File: src/rtl/mem_access_pkg.sv
// Shared types for the load/store front end: size encodings, FSM states and
// the alignment helpers used by mem_access_unit.
package mem_access_pkg;

  localparam logic [1:0] SZ_BYTE = 2'b00;
  localparam logic [1:0] SZ_HALF = 2'b01;
  localparam logic [1:0] SZ_WORD = 2'b10;
  localparam logic [1:0] SZ_RSVD = 2'b11;

  typedef enum logic [2:0] {
    ST_IDLE,
    ST_LOAD,
    ST_RMW_READ,
    ST_WRITE,
    ST_DONE
  } state_t;

  function automatic logic misaligned(input logic [1:0] sz, input logic [1:0] off);
    logic m;
    case (sz)
      SZ_BYTE: m = 1'b0;
      SZ_HALF: m = off[0];
      SZ_WORD: m = (off != 2'b00);
      default: m = 1'b1;
    endcase
    return m;
  endfunction

  // Offending low address bits are dropped so the access lands on its natural boundary.
  function automatic logic [1:0] align_off(input logic [1:0] sz, input logic [1:0] off);
    logic [1:0] o;
    case (sz)
      SZ_BYTE: o = off;
      SZ_HALF: o = {off[1], 1'b0};
      default: o = 2'b00;
    endcase
    return o;
  endfunction

endpackage

File: src/rtl/mem_lane_merge.sv
// Combinational big-endian lane logic: merges store data into a memory word
// and extracts/extends load data from it.
module mem_lane_merge
  import mem_access_pkg::*;
(
  input  logic [1:0]  size,
  input  logic [1:0]  off,
  input  logic        sext,
  input  logic [31:0] old_word,
  input  logic [31:0] wdata,
  output logic [31:0] merged,
  output logic [31:0] ext
);

  logic [4:0]  bshift;
  logic [4:0]  hshift;
  logic [7:0]  bval;
  logic [15:0] hval;

  // Offset 0 is the most significant lane.
  assign bshift = {~off, 3'b000};
  assign hshift = {~off[1], 4'b0000};

  always_comb begin
    merged = old_word;
    ext    = old_word;
    bval   = old_word[bshift +: 8];
    hval   = old_word[hshift +: 16];
    case (size)
      SZ_BYTE: begin
        merged[bshift +: 8] = wdata[7:0];
        ext = {{24{sext & bval[7]}}, bval};
      end
      SZ_HALF: begin
        merged[hshift +: 16] = wdata[15:0];
        ext = {{16{sext & hval[15]}}, hval};
      end
      default: begin
        merged = wdata;
        ext    = old_word;
      end
    endcase
  end

endmodule

File: src/rtl/mem_access_unit.sv
// Load/store front end for the word-wide Memory block: byte/half/word access,
// read-modify-write sub-word stores, sign/zero-extended sub-word loads.
// Optional misalignment trap: define MEM_ACCESS_MISALIGN_TRAP_EN.
module mem_access_unit
  import mem_access_pkg::*;
#(
  parameter int ADDR_W = 32,
  parameter int DATA_W = 32
) (
  input  logic              clk,
  input  logic              rst_n,
  input  logic              req,
  input  logic              we,
  input  logic [1:0]        size,
  input  logic              signExt,
  input  logic [ADDR_W-1:0] addr,
  input  logic [DATA_W-1:0] wdata,
  output logic [DATA_W-1:0] rdata,
  output logic              ready,
  output logic              err,
  output logic              busy,
  output logic [ADDR_W-1:0] memAddress,
  output logic [DATA_W-1:0] memWriteData,
  output logic              memWriteEnable,
  input  logic [DATA_W-1:0] memReadData
);

  state_t            state_q, state_d;
  logic [DATA_W-1:0] rdata_q, rdata_d;
  logic              ready_q, ready_d;
  logic              err_q, err_d;
  logic              busy_q, busy_d;
  logic [ADDR_W-1:0] mem_addr_q, mem_addr_d;
  logic [DATA_W-1:0] mem_wdata_q, mem_wdata_d;
  logic              mem_we_q, mem_we_d;
  logic [1:0]        off_q, off_d;
  logic [1:0]        size_q, size_d;
  logic [DATA_W-1:0] wdata_q, wdata_d;
  logic              sext_q, sext_d;
  logic              trap;
  logic [1:0]        req_size;
  logic [DATA_W-1:0] merged;
  logic [DATA_W-1:0] ext;

  mem_lane_merge u_lane (
    .size     (size_q),
    .off      (off_q),
    .sext     (sext_q),
    .old_word (memReadData),
    .wdata    (wdata_q),
    .merged   (merged),
    .ext      (ext)
  );

`ifdef MEM_ACCESS_MISALIGN_TRAP_EN
  assign trap = misaligned(size, addr[1:0]);
`else
  assign trap = 1'b0;
`endif

  assign req_size = (size == SZ_RSVD) ? SZ_WORD : size;

  always_comb begin
    state_d     = state_q;
    rdata_d     = rdata_q;
    ready_d     = 1'b0;
    err_d       = 1'b0;
    mem_addr_d  = mem_addr_q;
    mem_wdata_d = mem_wdata_q;
    mem_we_d    = 1'b0;
    off_d       = off_q;
    size_d      = size_q;
    wdata_d     = wdata_q;
    sext_d      = sext_q;
    case (state_q)
      ST_IDLE: begin
        if (req) begin
          off_d      = align_off(req_size, addr[1:0]);
          size_d     = req_size;
          wdata_d    = wdata;
          sext_d     = signExt;
          mem_addr_d = {2'b00, addr[ADDR_W-1:2]};
          rdata_d    = '0;
          if (trap) begin
            state_d = ST_DONE;
            ready_d = 1'b1;
            err_d   = 1'b1;
          end else if (!we) begin
            state_d = ST_LOAD;
          end else if (req_size == SZ_WORD) begin
            state_d     = ST_WRITE;
            mem_wdata_d = wdata;
            mem_we_d    = 1'b1;
          end else begin
            state_d = ST_RMW_READ;
          end
        end
      end
      ST_LOAD: begin
        rdata_d = ext;
        ready_d = 1'b1;
        state_d = ST_DONE;
      end
      ST_RMW_READ: begin
        mem_wdata_d = merged;
        mem_we_d    = 1'b1;
        state_d     = ST_WRITE;
      end
      ST_WRITE: begin
        ready_d = 1'b1;
        state_d = ST_DONE;
      end
      default: state_d = ST_IDLE;
    endcase
    busy_d = (state_d != ST_IDLE);
  end

  // Write enable is high exactly while the state is WRITE, so async reset kills it.
  always_ff @(posedge clk or negedge rst_n) begin
    if (!rst_n) begin
      state_q     <= ST_IDLE;
      rdata_q     <= '0;
      ready_q     <= 1'b0;
      err_q       <= 1'b0;
      busy_q      <= 1'b0;
      mem_addr_q  <= '0;
      mem_wdata_q <= '0;
      mem_we_q    <= 1'b0;
      off_q       <= 2'b00;
      size_q      <= SZ_BYTE;
      wdata_q     <= '0;
      sext_q      <= 1'b0;
    end else begin
      state_q     <= state_d;
      rdata_q     <= rdata_d;
      ready_q     <= ready_d;
      err_q       <= err_d;
      busy_q      <= busy_d;
      mem_addr_q  <= mem_addr_d;
      mem_wdata_q <= mem_wdata_d;
      mem_we_q    <= mem_we_d;
      off_q       <= off_d;
      size_q      <= size_d;
      wdata_q     <= wdata_d;
      sext_q      <= sext_d;
    end
  end

  assign rdata          = rdata_q;
  assign ready          = ready_q;
  assign err            = err_q;
  assign busy           = busy_q;
  assign memAddress     = mem_addr_q;
  assign memWriteData   = mem_wdata_q;
  assign memWriteEnable = mem_we_q;

endmodule

File: config.mk
export PLATFORM = sky130hd
export DESIGN_NAME = mem_access_unit
export DESIGN_NICKNAME = d
export VERILOG_FILES = /design/src/rtl/mem_access_pkg.sv /design/src/rtl/mem_lane_merge.sv /design/src/rtl/mem_access_unit.sv
export SDC_FILE = /design/constraint.sdc
export NUM_CORES = 1
export LEC_CHECK = 0
export CORE_MARGIN = 8
export CORE_UTILIZATION = 43
export DETAILED_ROUTE_END_ITERATION = 16
export GPL_TIMING_DRIVEN = 0
export PLACE_DENSITY = 0.77
export SETUP_SLACK_MARGIN = 0.5
export SLEW_MARGIN = 20
export SYNTH_ARGS = -nofsm -noshare
export SYNTH_HDL_FRONTEND = slang
export SYNTH_SLANG_ARGS = --single-unit
File: constraint.sdc
create_clock -name clk -period 2.6 [get_ports clk]
set_clock_uncertainty 0.2 [all_clocks]
set_input_delay 0.65 -clock clk [delete_from_list [all_inputs] [get_ports clk]]
set_output_delay 0.65 -clock clk [all_outputs]
set_load 0.01 [all_outputs]
After elaboration in Yosys (flattened, before gate mapping)

Index checks and enable logic that the tools add are counted.

Flip-flop bits (word level): 137
Input bits: 103
Output and inout port bits: 100
Word-level logic and storage cells: 64

$add $sub $neg: 2
Equality and inequality tests: 10
Shift-type cells: 6
Mux-type cells: 21
Bitwise logic cells: 4
Reduce and logical (&&, ||, !) cells: 10

Operators with widths:

| kind                                                   | number |
|---|---|
| case mux 32 bit (2 select lines)                       | 4 |
| 2-to-1 mux 32 bit                                      | 4 |
| bitwise mux 32 bit                                     | 2 |
| variable shift 16 x 7 -> 32 bit (first input constant) | 1 |
| variable shift 8 x 7 -> 32 bit (first input constant)  | 1 |
| indexed part select 16 x 7 -> 32 bit                   | 1 |
| indexed part select 32 x 6 -> 16 bit                   | 1 |
| indexed part select 32 x 6 -> 8 bit                    | 1 |
| indexed part select 8 x 7 -> 32 bit                    | 1 |
| negation 5 -> 7 bit                                    | 2 |
| case mux 3 bit (3 select lines)                        | 1 |
| equality test 3 x 2 -> 1 bit (second input constant)   | 2 |
| != test 2 bit (second input constant)                  | 3 |
| 2-to-1 mux 1 bit                                       | 5 |
| equality test 2 x 1 -> 1 bit (second input constant)   | 2 |
| equality test 2 bit (second input constant)            | 2 |
| zero test 2 bit                                        | 2 |
| 2-to-1 mux 2 bit                                       | 2 |
| case mux 2 bit (2 select lines)                        | 1 |
| AND reduction 2 bit                                    | 2 |
| AND reduction 4 bit                                    | 1 |
| nonzero test 2 bit                                     | 2 |
| equality test 3 x 1 -> 1 bit (second input constant)   | 1 |
| zero test 3 bit                                        | 1 |
| 7 further kinds                                        | 8 |

Longest topological paths before layout

Gate-level depths: netlist (run 1).

Depth in word-level cells: 8
Gate-level depth with buffers: 9
Gate-level depth less buffers: 6

By module

A second synthesis (run 1) with hierarchy kept.

Cells, all modules: 665
Area total of the unflattened synthesis: 7,059.3 um2

By module, submodules not included:

| module          | times used | cells each | area an instance (um2) | sequential area each (um2) |
|---|---|---|---|---|
| mem_access_unit | 1          | 422        | 5,435.2                | 3,428.3 |
| mem_lane_merge  | 1          | 243        | 1,624.1                | 0.0 |

Worst setup path after synthesis (run 1)

Ideal clock, no wire load.

Path kind: register to register
From: reg off_q[1]
To: reg mem_wdata_q[24] (netlist: memWriteData[24])
Library setup time: 76 ps
Data arrival time: 2,113 ps
Required time: 2,324 ps
Path slack: 210 ps
Stages on the path, launching flop included: 10
Buffers on the path: 3
Clock period less this slack: 2,390 ps
Path through: dfrtp_1 -> buf_6 -> buf_2 -> buf_2 -> inv_1 -> ha_1 -> nor3_1 -> a221o_1 -> a211oi_2 -> o21ai_1

Word-level cells in the longest chain between the ends: 6
Elaborated cells on any way between the ends: 12
Those cells by class: 2 x add/sub; 4 x shift; 4 x mux; 2 x bitwise

Ends and longest elaborated chain:

| element                                                      | RTL line                                   | text |
|---|---|---|
| start: declaration                                           | mem_access_unit.sv:36                      | `logic [1:0] off_q, off_d;` |
| start signal: assignment                                     | mem_access_unit.sv:129                     | `off_q <= 2'b00;` |
| start signal: assignment                                     | mem_access_unit.sv:142                     | `off_q <= off_d;` |
| inverter 1 bit / inverter 2 bit (equally long branches)      | mem_lane_merge.sv:22, mem_lane_merge.sv:21 |  |
| negation 5 -> 7 bit, on equally long branches                | mem_lane_merge.sv:35, mem_lane_merge.sv:31 |  |
| indexed part select 16 x 7 -> 32 bit (tied with other cells) | mem_lane_merge.sv:35                       | `merged[hshift +: 16] = wdata[15:0];` |
| bitwise mux 32 bit, on equally long branches                 | mem_lane_merge.sv:35, mem_lane_merge.sv:31 |  |
| case mux 32 bit (2 select lines) (*)                         | mem_lane_merge.sv:29                       | `case (size)` |
| case mux 32 bit (2 select lines) (*)                         | mem_access_unit.sv:75                      | `case (state_q)` |
| end signal: assignment                                       | mem_access_unit.sv:140                     | `mem_wdata_q <= mem_wdata_d;` |
| end: declaration                                             | mem_access_unit.sv:34                      | `logic [DATA_W-1:0] mem_wdata_q, mem_wdata_d;` |

Every way passes the cells marked *; elsewhere a longest branch is shown, timed or not.
A chain may end at the register's enable or synchronous reset.

Final worst setup path (run 1)

Ends and elaborated chain as after synthesis.

==> parameters.txt, run 1 <==
Parameter                              Value

Logic synthesis
  Multiplexer share of the synthesized area    0.139
  Fraction of synthesized cell area in xor and xnor cells    0
  Syn. warnings    0
  Cell type with the highest aggregate area in the netlist    sky130_fd_sc_hd__dfrtp_1
  Synth top area cells    sky130_fd_sc_hd__dfrtp_1 (50%), sky130_fd_sc_hd__mux2_2 (10%), sky130_fd_sc_hd__a221o_1 (4.7%)
  Syn Std Cell Area    between 0.006 and 0.007 sq mm
  Area fraction in compound gates after synthesis    0.190
  Distinct cells, synth    44
  Simple-Gate Fraction of Synth Area    0.123
  Post-Synth Adder-Cell Area    0.00911
  Number of enable flip-flop cells after synthesis    0
  Share of the yosys chip area belonging to registers    0.496
  Proportion of register bits with asynchronous set or reset after synthesis    1.00
  Synth Instances    628
  Synth Area per Inst    around 11 sq um
  Most used flip-flop cell after synthesis    sky130_fd_sc_hd__dfrtp_1
  Area share of the largest cell type after synthesis    0.496
  Total of flip-flops plus latches after synthesis    between 100 and 150
  Main combinational cell family by area after synthesis    compound AO/OA/AOI/OAI gates

Clock tree
  TritonCTS clock tree    done
  Clock buffer count from CTS    17
  # H-tree levels    4
  Clock Tree Root    sky130_fd_sc_hd__clkbuf_16
  CTS Buffer Depth    2
  Clock-pin slew on the worst setup and hold paths    around 0.06 ns
  Skew-Pair Late Insertion Delay    about 0.42 ns
  Number of clock sinks    between 100 and 150

Place
  Input/output buffers    just under 200
  Post-DP HPWL    between 15 and 20 mm
  Dpl cell area    approximately 0.0092 sq mm
  Final weighted congestion in routability-driven placement    just over 0.9

Worst setup path
  Setup crit end kind    register
  WS Path Type    reg -> reg
  Highest fanout seen on the critical path    8
  Worst endpoint required time    between 2 and 3 ns
  Nature of the critical path startpoint    register
  Endpoint arrival time on the critical path    2.26 ns

Layout
  Number of filler instances in the final layout    approximately 1300
  Fraction of layout cells with a size suffix above 1    0.261
  Final std cell area, no fill    about 0.010 sq mm
  Leading cell types in the layout, fill and taps excluded    sky130_fd_sc_hd__dfrtp_1 (133), sky130_fd_sc_hd__dlygate4sd2_1 (99), sky130_fd_sc_hd__clkdlybuf4s50_1 (94)
  Layout overhead on the synthesized area    52.1%
  Final-stage net count    slightly below 1000
  Most common cell after layout, fill and taps aside    sky130_fd_sc_hd__dfrtp_1
  Post-Route Utilization    0.662

Route
  Count of TritonRoute iterations in the first routing pass    5
  Wirelength, routed    roughly 25 mm
  Antenna-violating nets left    0
  Wire length per cell    around 23 um
  Via-per-instance ratio    around 5.9
  Post-route DRC violation count    0
  Count of vias placed by the detailed router    around 6400
  First DRT Iteration DRCs    roughly 600

STA
  Crit share post-route    0.817
  RSZ-0062 raised after global routing    yes
  Final hold violations    0
  Final max-slew violation count    0
  Final critical delay including setup and external delays    ~2.1 ns
  Total negative slack    0 ns
  Tightest slew margin relative to the limit    0.546
  Fmax achieved    0.471 GHz
  Slew at the pin with the worst max-slew slack    between 0.6 and 0.7 ns
  Final-report setup violation count    0

GRT
  Largest net degree at the start of global routing    72
  Aggregate global-route resource usage    0.240
  GR Overflow Total    0
  Number of global-route vias before repair    approximately 6400
  First-pass GRT wire length    37.0 mm
  Number of antenna violations at the first check in global routing    1

Power and ir drop
  Ratio of total power to cell area    1310 mW/mm^2
  Overall power    13.7 mW
  Leakage    4.60 nW
  Peak supply drop    around 0.64 mV

Floorplan
  Height of the die    142 um
  Number of ports placed on the die boundary    between 200 and 250
  Horizontal die dimension    142 um
  Standard-cell row count    46
  Initial core utilization    0.435
  Standard cell core area    0.0158 sq mm
  Total Die Area    0.0203 sq mm

Flow run
  Max-capacitance violation count    0

Hold path
  Kind of path behind the tightest hold check    reg -> reg

Run status
  Outcome    finished, final reports clean
-- routing by layer --
metal / global-route usage / share of wire / up-vias
li1: - / - / 2848
met1: 0.296 / 0.39 / 3170
met2: 0.378 / 0.47 / 367
met3: 0.0916 / 0.11 / 48
met4: 0.0800 / 0.023 / 0
met5: 0 / 0 / -
-- repair_timing --
| item | CTS | global route |
|---|---|---|
| endpoints found under the setup margin | 229 | 87 |
| resized for setup | 173 | 89 |
| hold buffers | 1 | 0 |
| gates cloned | 1 | 2 |
| setup buffers | 8 | 6 |
| hold endpoints to repair | 20 | 0 |
| pin swaps | 8 | 27 |
-- registers in the layout, indices dropped and copies added, names as in the netlist --
| register | cells |
|---|---|
| memWriteData | 32 |
| memWriteEnable | 1 |
| state_q | 2 |
| sext_q | 1 |
| memAddress | 30 |
| ready | 1 |
| size_q | 2 |
| busy | 1 |
| rdata | 32 |
| wdata_q | 32 |
| off_q | 2 |
-- through the flow --
stage               hold slack, ns  std cells  setup WS (ns)
finish                       0.277       1098          0.476
detailed placement           0.274       1046         -0.435
CTS                          0.282       1088          0.491
floorplan                    0.154        630          0.486
global route                 0.298       1097          0.430
global placement             0.272       1045          -4.76
-- kinds of logic after synthesis --
logic type,count (synthesis)
AO/OA/AOI/OAI,177
other,1
buffers and inverters,59
flip-flops,136
adder cells (fa/ha/maj),5
AND/OR/NAND/NOR,165
multiplexers,85
-- synth_stat cells (2+ instances only) --
library cell / n
sky130_fd_sc_hd__a211oi_1: 30
sky130_fd_sc_hd__a21o_1: 2
sky130_fd_sc_hd__a21oi_1: 20
sky130_fd_sc_hd__a221o_1: 32
sky130_fd_sc_hd__a221oi_1: 16
sky130_fd_sc_hd__a22o_1: 8
sky130_fd_sc_hd__a32o_1: 8
sky130_fd_sc_hd__and2_1: 2
sky130_fd_sc_hd__and3_1: 26
sky130_fd_sc_hd__and3b_1: 2
sky130_fd_sc_hd__buf_2: 19
sky130_fd_sc_hd__buf_4: 3
sky130_fd_sc_hd__buf_6: 5
sky130_fd_sc_hd__clkbuf_1: 26
sky130_fd_sc_hd__clkinv_1: 2
sky130_fd_sc_hd__dfrtp_1: 136
sky130_fd_sc_hd__ha_1: 5
sky130_fd_sc_hd__inv_1: 3
sky130_fd_sc_hd__mux2_2: 64
sky130_fd_sc_hd__mux2_4: 2
sky130_fd_sc_hd__mux2i_1: 18
sky130_fd_sc_hd__nand2_1: 34
sky130_fd_sc_hd__nand2b_1: 11
sky130_fd_sc_hd__nand3_1: 12
sky130_fd_sc_hd__nand3b_1: 3
sky130_fd_sc_hd__nor2_1: 37
sky130_fd_sc_hd__nor2b_1: 17
sky130_fd_sc_hd__nor3_1: 13
sky130_fd_sc_hd__o211ai_1: 8
sky130_fd_sc_hd__o21ai_0: 28
sky130_fd_sc_hd__o21ai_1: 17
sky130_fd_sc_hd__o31ai_1: 7
-- critical path, cell delays in order (launching register included) --
cell and delay (ns):
sky130_fd_sc_hd__dfrtp_1 0.38, sky130_fd_sc_hd__buf_6 0.15, sky130_fd_sc_hd__buf_8 0.12, sky130_fd_sc_hd__buf_12 0.11
sky130_fd_sc_hd__inv_8 0.03, sky130_fd_sc_hd__ha_4 0.15, sky130_fd_sc_hd__nor3_2 0.43, sky130_fd_sc_hd__a221o_1 0.29
sky130_fd_sc_hd__a211oi_4 0.05, sky130_fd_sc_hd__o21ai_1 0.15
-- power breakdown --
part	leakage [nW]	internal (mW)	total [mW]	switching, mW
clock	0.309	1.66	2.56	0.905
sequential	1.65	3.19	4.13	0.932
combinational	2.65	3.36	6.99	3.63
-- worst paths after layout --
path / start / to / slack (ns) / cells past startpoint
max: off_q[1] / memWriteData[24] / 0.48 / 9
min: memWriteData[19] / memWriteData[19] / 0.28 / 2
max reg2reg: off_q[1] / memWriteData[24] / 0.48 / 9
min reg2reg: memWriteData[19] / memWriteData[19] / 0.28 / 2
max in group asynchronous: rst_n / ready / 0.90 / 3
min in group asynchronous: rst_n / memAddress[5] / 0.56 / 2
-- area by class of cell --
| cell class | count | area [sq um] | area share |
|---|---|---|---|
| multi-input cells | 435 | 3610 | 0.346 |
| flip-flops and latches | 136 | 3410 | 0.326 |
| repair buffers | 218 | 2070 | 0.198 |
| clock buffers | 25 | 515 | 0.0494 |
| plain buffers | 54 | 428 | 0.0410 |
| well taps | 216 | 270 | 0.0259 |
| clock inverters | 7 | 113 | 0.0108 |
| inverters | 5 | 30.0 | 0.00288 |
| diodes | 2 | 5.00 | 0.000479 |
(Power assumes the default switching activity.)
==> run 2, diff against run 1 <==
CORE_UTILIZATION = 48   (was 43)
PLACE_DENSITY = 0.81   (was 0.77)
clock period = 2.21 ns   (was 2.6 ns; I/O delays follow)
==> run 2 against run 1 <==
Effect of this change: sequential share of layout area decreased by 3.3 points; first-iteration DRC count increased by 20%; the run now ends with negative setup slack left; largest power group unchanged; via count increased by 13%; wire length increased by 22%; clock power increased by 10%; cell area increased by 11%.
==> parameters.txt, run 2 (synthesis gave the netlist of run 1 again) <==
Parameter                              Value

Run status
  Outcome    finished, violations left (was finished, final reports clean)
  Violations in the final reports    negative setup slack

Flow run
  Max-capacitance violation count    0 (unchanged)

Worst setup path
  Endpoint arrival time on the critical path    2.37 ns (was 2.26 ns)
  Timing endpoint of the critical path    memWriteData[6] (was memWriteData[24])
  Worst-case reg-to-reg path depth    9 (unchanged)
  Number of gates on the worst path with buffers counted    9 (unchanged)
  Cell breakdown of the critical path    buf_6 > buf_8 > buf_12 > clkinv_8 > ha_4 > nor2b_4 > and3_1 > o21ai_0 > a211oi_1 (was buf_6 > buf_8 > buf_12 > inv_8 > ha_4 > nor3_2 > a221o_1 > a211oi_4 > o21ai_1)
  WS Path Type    reg -> reg (unchanged)
  Startpoint of the worst-slack reg-to-reg timing path    off_q[1] (unchanged)
  Highest fanout seen on the critical path    8 (unchanged)
  Slowest cell delay on critical path    0.40 ns (was 0.43 ns)
  CP Launch Point    off_q[1] (unchanged)
  Worst path bufs/invs    4 (unchanged)
  Setup crit end kind    register (unchanged)
  Worst endpoint required time    2.33 ns (was 2.74 ns)
  Endpoint of the lowest-slack register-to-register path    memWriteData[6] (was memWriteData[24])
  Flop2flop setup slack    -0.04 ns (was 0.48 ns)
  CP top delay family    simple AND/OR/NAND/NOR gates (was compound AO/OA/AOI/OAI gates)
  Cell with the biggest individual delay on the critical path    sky130_fd_sc_hd__dfrtp_1 (was sky130_fd_sc_hd__nor3_2)
  Nature of the critical path startpoint    register (unchanged)

STA
  Final hold violations    0 (unchanged)
  Fmax achieved    0.444 GHz (was 0.471 GHz)
  Final critical delay including setup and external delays    2.25 ns (was 2.12 ns)
  Slew at the pin with the worst max-slew slack    0.598 ns (was 0.681 ns)
  Tightest slew margin relative to the limit    0.601 (was 0.546)
  RSZ-0062 raised after global routing    yes (unchanged)
  Final critical-path setup slack    -0.0399 ns (was 0.476 ns)
  Final max-slew violation count    0 (unchanged)
  Crit share post-route    1.02 (was 0.817)
  Final-report setup violation count    1 (was 0)

Clock tree
  CTS Buffer Depth    2 (unchanged)
  Clock-pin slew on the worst setup and hold paths    0.06 ns (about the same)
  Clock buffer count from CTS    17 (unchanged)
  TritonCTS clock tree    done (unchanged)
  Skew-Pair Late Insertion Delay    0.42 ns (about the same)
  # H-tree levels    4 (unchanged)
  Number of clock sinks    136 (unchanged)
  Clock Tree Root    sky130_fd_sc_hd__clkbuf_16 (unchanged)

Place
  Post-DP HPWL    18.6 mm (was 17.9 mm)
  Input/output buffers    199 (unchanged)
  Post-Place Cells    1010 (was 1046)
  Final weighted congestion in routability-driven placement    0.892 (was 0.926)

Floorplan
  Standard-cell row count    43 (was 46)
  Initial core utilization    0.493 (was 0.435)
  Standard cell core area    0.0139 sq mm (was 0.0158 sq mm)
  Total Die Area    0.0184 sq mm (was 0.0203 sq mm)
  Height of the die    136 um (was 142 um)
  Horizontal die dimension    136 um (was 142 um)
  Number of ports placed on the die boundary    203 (unchanged)

Route
  Via-per-instance ratio    6.30 (was 5.86)
  Count of TritonRoute iterations in the first routing pass    11 (was 5)
  First DRT Iteration DRCs    720 (was 601)
  Count of vias placed by the detailed router    7253 (was 6433)
  Wirelength, routed    30.4 mm (was 25.0 mm)
  Antenna-violating nets left    0 (unchanged)
  Post-route DRC violation count    0 (unchanged)
  Wire length per cell    26.4 um (was 22.8 um)

Hold path
  Kind of path behind the tightest hold check    reg -> reg (unchanged)

Power and ir drop
  Ratio of total power to cell area    1650 mW/mm^2 (was 1310 mW/mm^2)
  Peak supply drop    1.01 mV (was 0.637 mV)
  Leakage    5.34 nW (was 4.60 nW)
  Power dissipated by switching net loads    7.65 mW (was 5.47 mW)
  Gate power share    0.591 (was 0.511)
  Clk network pwr share    0.147 (was 0.187)
  Overall power    19.2 mW (was 13.7 mW)
  Internal power summed over all cells    11.6 mW (was 8.21 mW)
  Net switching fraction of the power    0.398 (was 0.400)
  Sequential power share    0.263 (was 0.301)

Layout
  Most common cell after layout, fill and taps aside    sky130_fd_sc_hd__dfrtp_1 (unchanged)
  Fraction of layout cells with a size suffix above 1    0.456 (was 0.261)
  Post-Route Utilization    0.835 (was 0.662)
  Leading cell types in the layout, fill and taps excluded    sky130_fd_sc_hd__dfrtp_1 (133), sky130_fd_sc_hd__clkdlybuf4s50_1 (93), sky130_fd_sc_hd__buf_4 (82) (was sky130_fd_sc_hd__dfrtp_1 (133), sky130_fd_sc_hd__dlygate4sd2_1 (99), sky130_fd_sc_hd__clkdlybuf4s50_1 (94))
  Number of filler instances in the final layout    725 (was 1264)
  Layout overhead on the synthesized area    69.5% (was 52.1%)
  Final-stage net count    1068 (was 975)
  Number of cells in the finished layout apart from fillers    1152 (was 1098)
  Antenna diode count    0 (was 2)

GRT
  Number of global-route vias before repair    7367 (was 6418)
  Number of antenna violations at the first check in global routing    0 (was 1)
  GR Overflow Total    0 (unchanged)
  First-pass GRT wire length    42.1 mm (was 37.0 mm)
  Largest net degree at the start of global routing    80 (was 72)
  Aggregate global-route resource usage    0.300 (was 0.240)
==> run 2: cell count changes in the layout (fill, tap and decap cells not counted), moves of 6 or more <==
cell / before / now
sky130_fd_sc_hd__o21ai_2: 3 / 11
sky130_fd_sc_hd__buf_12: 1 / 18
sky130_fd_sc_hd__a221oi_4: 7 / 1
sky130_fd_sc_hd__dlygate4sd2_1: 99 / 8
sky130_fd_sc_hd__buf_4: 18 / 82
sky130_fd_sc_hd__buf_16: 1 / 7
sky130_fd_sc_hd__mux2_2: 64 / 0
sky130_fd_sc_hd__a221oi_2: 5 / 12
sky130_fd_sc_hd__buf_6: 10 / 54
sky130_fd_sc_hd__mux2_4: 2 / 66
sky130_fd_sc_hd__buf_2: 5 / 65
sky130_fd_sc_hd__o21ai_0: 24 / 12
==> run 2: layer usage <==
layer | global-route usage | vias up | routed length (um)
met5 | 0 | - | 0
met4 | 0.157 | 0 | 1590
met3 | 0.0853 | 131 | 2840
met2 | 0.483 | 492 | 14800
met1 | 0.359 | 3599 | 11300
li1 | - | 3031 | -
==> run 2: cell type report <==
type / count / area (sq um) / share of cell area
clock buffers: 19 / 453 / 0.0389
multi-input cells: 435 / 3880 / 0.334
inverters: 5 / 35.0 / 0.00301
clock inverters: 12 / 126 / 0.0109
plain buffers: 54 / 561 / 0.0482
flip-flops and latches: 136 / 3410 / 0.293
well taps: 180 / 225 / 0.0194
repair buffers: 311 / 2950 / 0.253
==> run 2: worst min-delay path: cells and delay by family, from the launching register on <==
family           cells  cell delay [ns]
flip-flops           1             0.34
AO/OA/AOI/OAI        1             0.07
AND/OR/NAND/NOR      1             0.05
==> run 2: repair_timing <==
item                                    in CTS  in global routing
hold buffers                                 1                  0
resized for setup                          547                 62
hold endpoints to repair                    57                  0
setup buffers                               51                 48
endpoints found under the setup margin     230                294
pin swaps                                   21                 19
cloned                                      10                  1
==> run 2: worst min path at each step <==
stage                                start          endpoint  slack (ns)  cells after the start
final                     memWriteData[28]  memWriteData[28]        0.29                      2
after global routing             rdata[11]         rdata[11]        0.32                      1
after CTS                 memWriteData[20]  memWriteData[20]        0.29                      2
after detailed placement          rdata[2]          rdata[2]        0.27                      2
after global placement    memWriteData[24]  memWriteData[24]        0.27                      2
after floorplan                      rst_n              busy        0.06                      0
==> run 2: power groups by stage <==
stage	clock [mW]	combinational [mW]	sequential (mW)
final	2.82	11.4	5.05
after global routing	2.95	11.9	5.12
after CTS	2.82	9.82	4.85
after detailed placement	0	8.41	4.88
after global placement	0	8.21	4.82
after floorplan	0	4.77	4.97
==> run 2: per-stage QoR <==
step / setup TNS, ns / instance area (sq um) / setup slack, ns / hold WS (ns)
floorplan: 0 / 7370 / 0.221 / 0.0569
global placement: -711.54 / 9590 / -4.90 / 0.266
detailed placement: -52.86 / 9620 / -1.02 / 0.271
CTS: 0 / 11000 / 0.109 / 0.290
global route: -0.00847 / 11600 / -0.00847 / 0.315
finish: -0.0399 / 11600 / -0.0399 / 0.292
==> run 3, diff against run 2 <==
GPL_ROUTABILITY_DRIVEN = 0   (was unset)
==> run 3 against run 2 <==
Effect of this change: the flow still finishes with violations (negative setup slack); global-route usage rose by 0.82 points; cell area is 3.5% higher; clock power is 7.1% higher; core utilization is 2.9 points higher; register-to-register slack lost 0.09 ns; via count is 8.8% higher; sequential share of layout area decreased by 0.98 points; critical endpoint is now memWriteData[0]; largest cell class unchanged.
==> parameters.txt, run 3 (synthesis gave the netlist of run 1 again) <==
Parameter                              Value

Run status
  Outcome    finished, violations left (unchanged)
  Violations in the final reports    negative setup slack (unchanged)

Place
  Post-Place Cells    1010 (unchanged)
  Input/output buffers    199 (unchanged)
  Worst slack at placement    -0.853 ns (was -1.02 ns)
  Dpl cell area    0.00962 sq mm (unchanged)
  Post-DP HPWL    17.9 mm (was 18.6 mm)

Worst setup path
  Endpoint arrival time on the critical path    2.44 ns (was 2.37 ns)
  Worst endpoint required time    2.32 ns (was 2.33 ns)
  WS Path Type    reg -> reg (unchanged)
  Setup crit end kind    register (unchanged)
  Nature of the critical path startpoint    register (unchanged)
  Highest fanout seen on the critical path    10 (was 8)

Clock tree
  Clock buffer count from CTS    17 (unchanged)
  TritonCTS clock tree    done (unchanged)
  Skew-Pair Late Insertion Delay    0.45 ns (was 0.42 ns)
  Number of clock sinks    136 (unchanged)
  Clock Tree Root    sky130_fd_sc_hd__clkbuf_16 (unchanged)
  # H-tree levels    4 (unchanged)
  Clock-pin slew on the worst setup and hold paths    0.06 ns (about the same)
  CTS Buffer Depth    2 (unchanged)

STA
  Slew at the pin with the worst max-slew slack    0.684 ns (was 0.598 ns)
  Tightest slew margin relative to the limit    0.544 (was 0.601)
  Final max-slew violation count    0 (unchanged)
  Crit share post-route    1.06 (was 1.02)
  Final critical delay including setup and external delays    2.34 ns (was 2.25 ns)
  Final critical-path setup slack    -0.129 ns (was -0.0399 ns)
  Final-report setup violation count    10 (was 1)
  RSZ-0062 raised after global routing    yes (unchanged)
  Final hold violations    0 (unchanged)
  Fmax achieved    0.428 GHz (was 0.444 GHz)

Layout
  Area of the multi-input gates    0.00404 sq mm (was 0.00388 sq mm)
  Final-stage net count    1087 (was 1068)
  Fraction of layout cells with a size suffix above 1    0.481 (was 0.456)
  Final std cell area, no fill    0.0120 sq mm (was 0.0116 sq mm)
  Storage element area    0.00341 sq mm (unchanged)
  Post-Route Utilization    0.864 (was 0.835)
  Number of cells in the finished layout apart from fillers    1172 (was 1152)
  Layout overhead on the synthesized area    75.4% (was 69.5%)
  Leading cell types in the layout, fill and taps excluded    sky130_fd_sc_hd__dfrtp_1 (133), sky130_fd_sc_hd__buf_4 (97), sky130_fd_sc_hd__clkdlybuf4s50_1 (95) (was sky130_fd_sc_hd__dfrtp_1 (133), sky130_fd_sc_hd__clkdlybuf4s50_1 (93), sky130_fd_sc_hd__buf_4 (82))
  Most common cell after layout, fill and taps aside    sky130_fd_sc_hd__dfrtp_1 (unchanged)
  Number of filler instances in the final layout    568 (was 725)

Floorplan
  Standard-cell row count    43 (unchanged)
  Standard cell core area    0.0139 sq mm (unchanged)
  Horizontal die dimension    136 um (unchanged)
  Height of the die    136 um (unchanged)
  Number of ports placed on the die boundary    203 (unchanged)
  Initial core utilization    0.493 (unchanged)
  Total Die Area    0.0184 sq mm (unchanged)

GRT
  GR Overflow Total    0 (unchanged)
  Number of antenna violations at the first check in global routing    2 (was 0)
  First-pass GRT wire length    43.0 mm (was 42.1 mm)
  Largest net degree at the start of global routing    103 (was 80)
  Aggregate global-route resource usage    0.308 (was 0.300)
  Number of global-route vias before repair    7476 (was 7367)

Power and ir drop
  Peak supply drop    0.912 mV (was 1.01 mV)
  Overall power    20.5 mW (was 19.2 mW)
  Leakage    5.51 nW (was 5.34 nW)
  Ratio of total power to cell area    1710 mW/mm^2 (was 1650 mW/mm^2)

Route
  Count of TritonRoute iterations in the first routing pass    6 (was 11)
  First DRT Iteration DRCs    1093 (was 720)
  Post-route DRC violation count    0 (unchanged)
  Count of vias placed by the detailed router    7890 (was 7253)
  Wire length per cell    29.6 um (was 26.4 um)
  Wirelength, routed    34.7 mm (was 30.4 mm)
  Antenna-violating nets left    0 (unchanged)
  Via-per-instance ratio    6.73 (was 6.30)

Hold path
  Kind of path behind the tightest hold check    reg -> reg (unchanged)

Flow run
  Max-capacitance violation count    0 (unchanged)
-- run 3: what timing repair did --
action	CTS	global route
gates cloned	9	3
pin swaps	24	22
gates resized for setup	568	80
setup endpoints to repair	230	228
setup buffers	61	56
hold buffers	1	0
hold endpoints to repair	34	0
-- run 3: worst max-delay path: stages (launching register included) --
cell                       delay (ns)
sky130_fd_sc_hd__dfrtp_1         0.44
sky130_fd_sc_hd__buf_6           0.17
sky130_fd_sc_hd__buf_8           0.12
sky130_fd_sc_hd__buf_4           0.15
sky130_fd_sc_hd__buf_6           0.17
sky130_fd_sc_hd__a22o_1          0.24
sky130_fd_sc_hd__a221oi_1        0.57
sky130_fd_sc_hd__a211oi_2        0.14
-- run 3: final cells by class --
cell class                 instances  area share
tap                              180      0.0187
inverter                           5     0.00281
timing repair buffer             330       0.261
multi-input combinational        435       0.335
sequential                       136       0.283
buffer                            54      0.0485
clock inverter                     7     0.00967
antenna                            1    0.000208
clock buffer                      24      0.0408
-- run 3: path summary, 6_finish.rpt --
check,cells past startpoint,from,slack [ns],endpoint
max,7,off_q[1],-0.13,memWriteData[0]
min,2,memWriteData[27],0.30,memWriteData[27]
max reg2reg,7,off_q[1],-0.13,memWriteData[0]
min reg2reg,2,memWriteData[27],0.30,memWriteData[27]
max in group asynchronous,3,rst_n,0.83,memWriteData[10]
min in group asynchronous,2,rst_n,0.38,rdata[28]
-- run 3: metrics by stage --
stage,TNS (ns),hold WS [ns]
final,-0.421,0.299
after global routing,-1.74,0.308
after CTS,0,0.289
after detailed placement,-46.31,0.232
after global placement,-689.11,0.271
after floorplan,0,0.0569
-- run 3: routing by layer --
layer  global-route usage  part of all wire  up-vias
met4                0.179             0.078        0
li1                     -                 -     3062
met5                    0                 0        -
met3               0.0838              0.12      294
met2                0.500              0.46      779
met1                0.361              0.34     3755
-- run 3: power breakdown --
group / switching [mW] / leakage (nW) / total, mW / internal (mW)
sequential: 1.43 / 1.65 / 5.19 / 3.76
clock: 1.14 / 0.296 / 3.02 / 1.89
combinational: 5.83 / 3.56 / 12.3 / 6.49
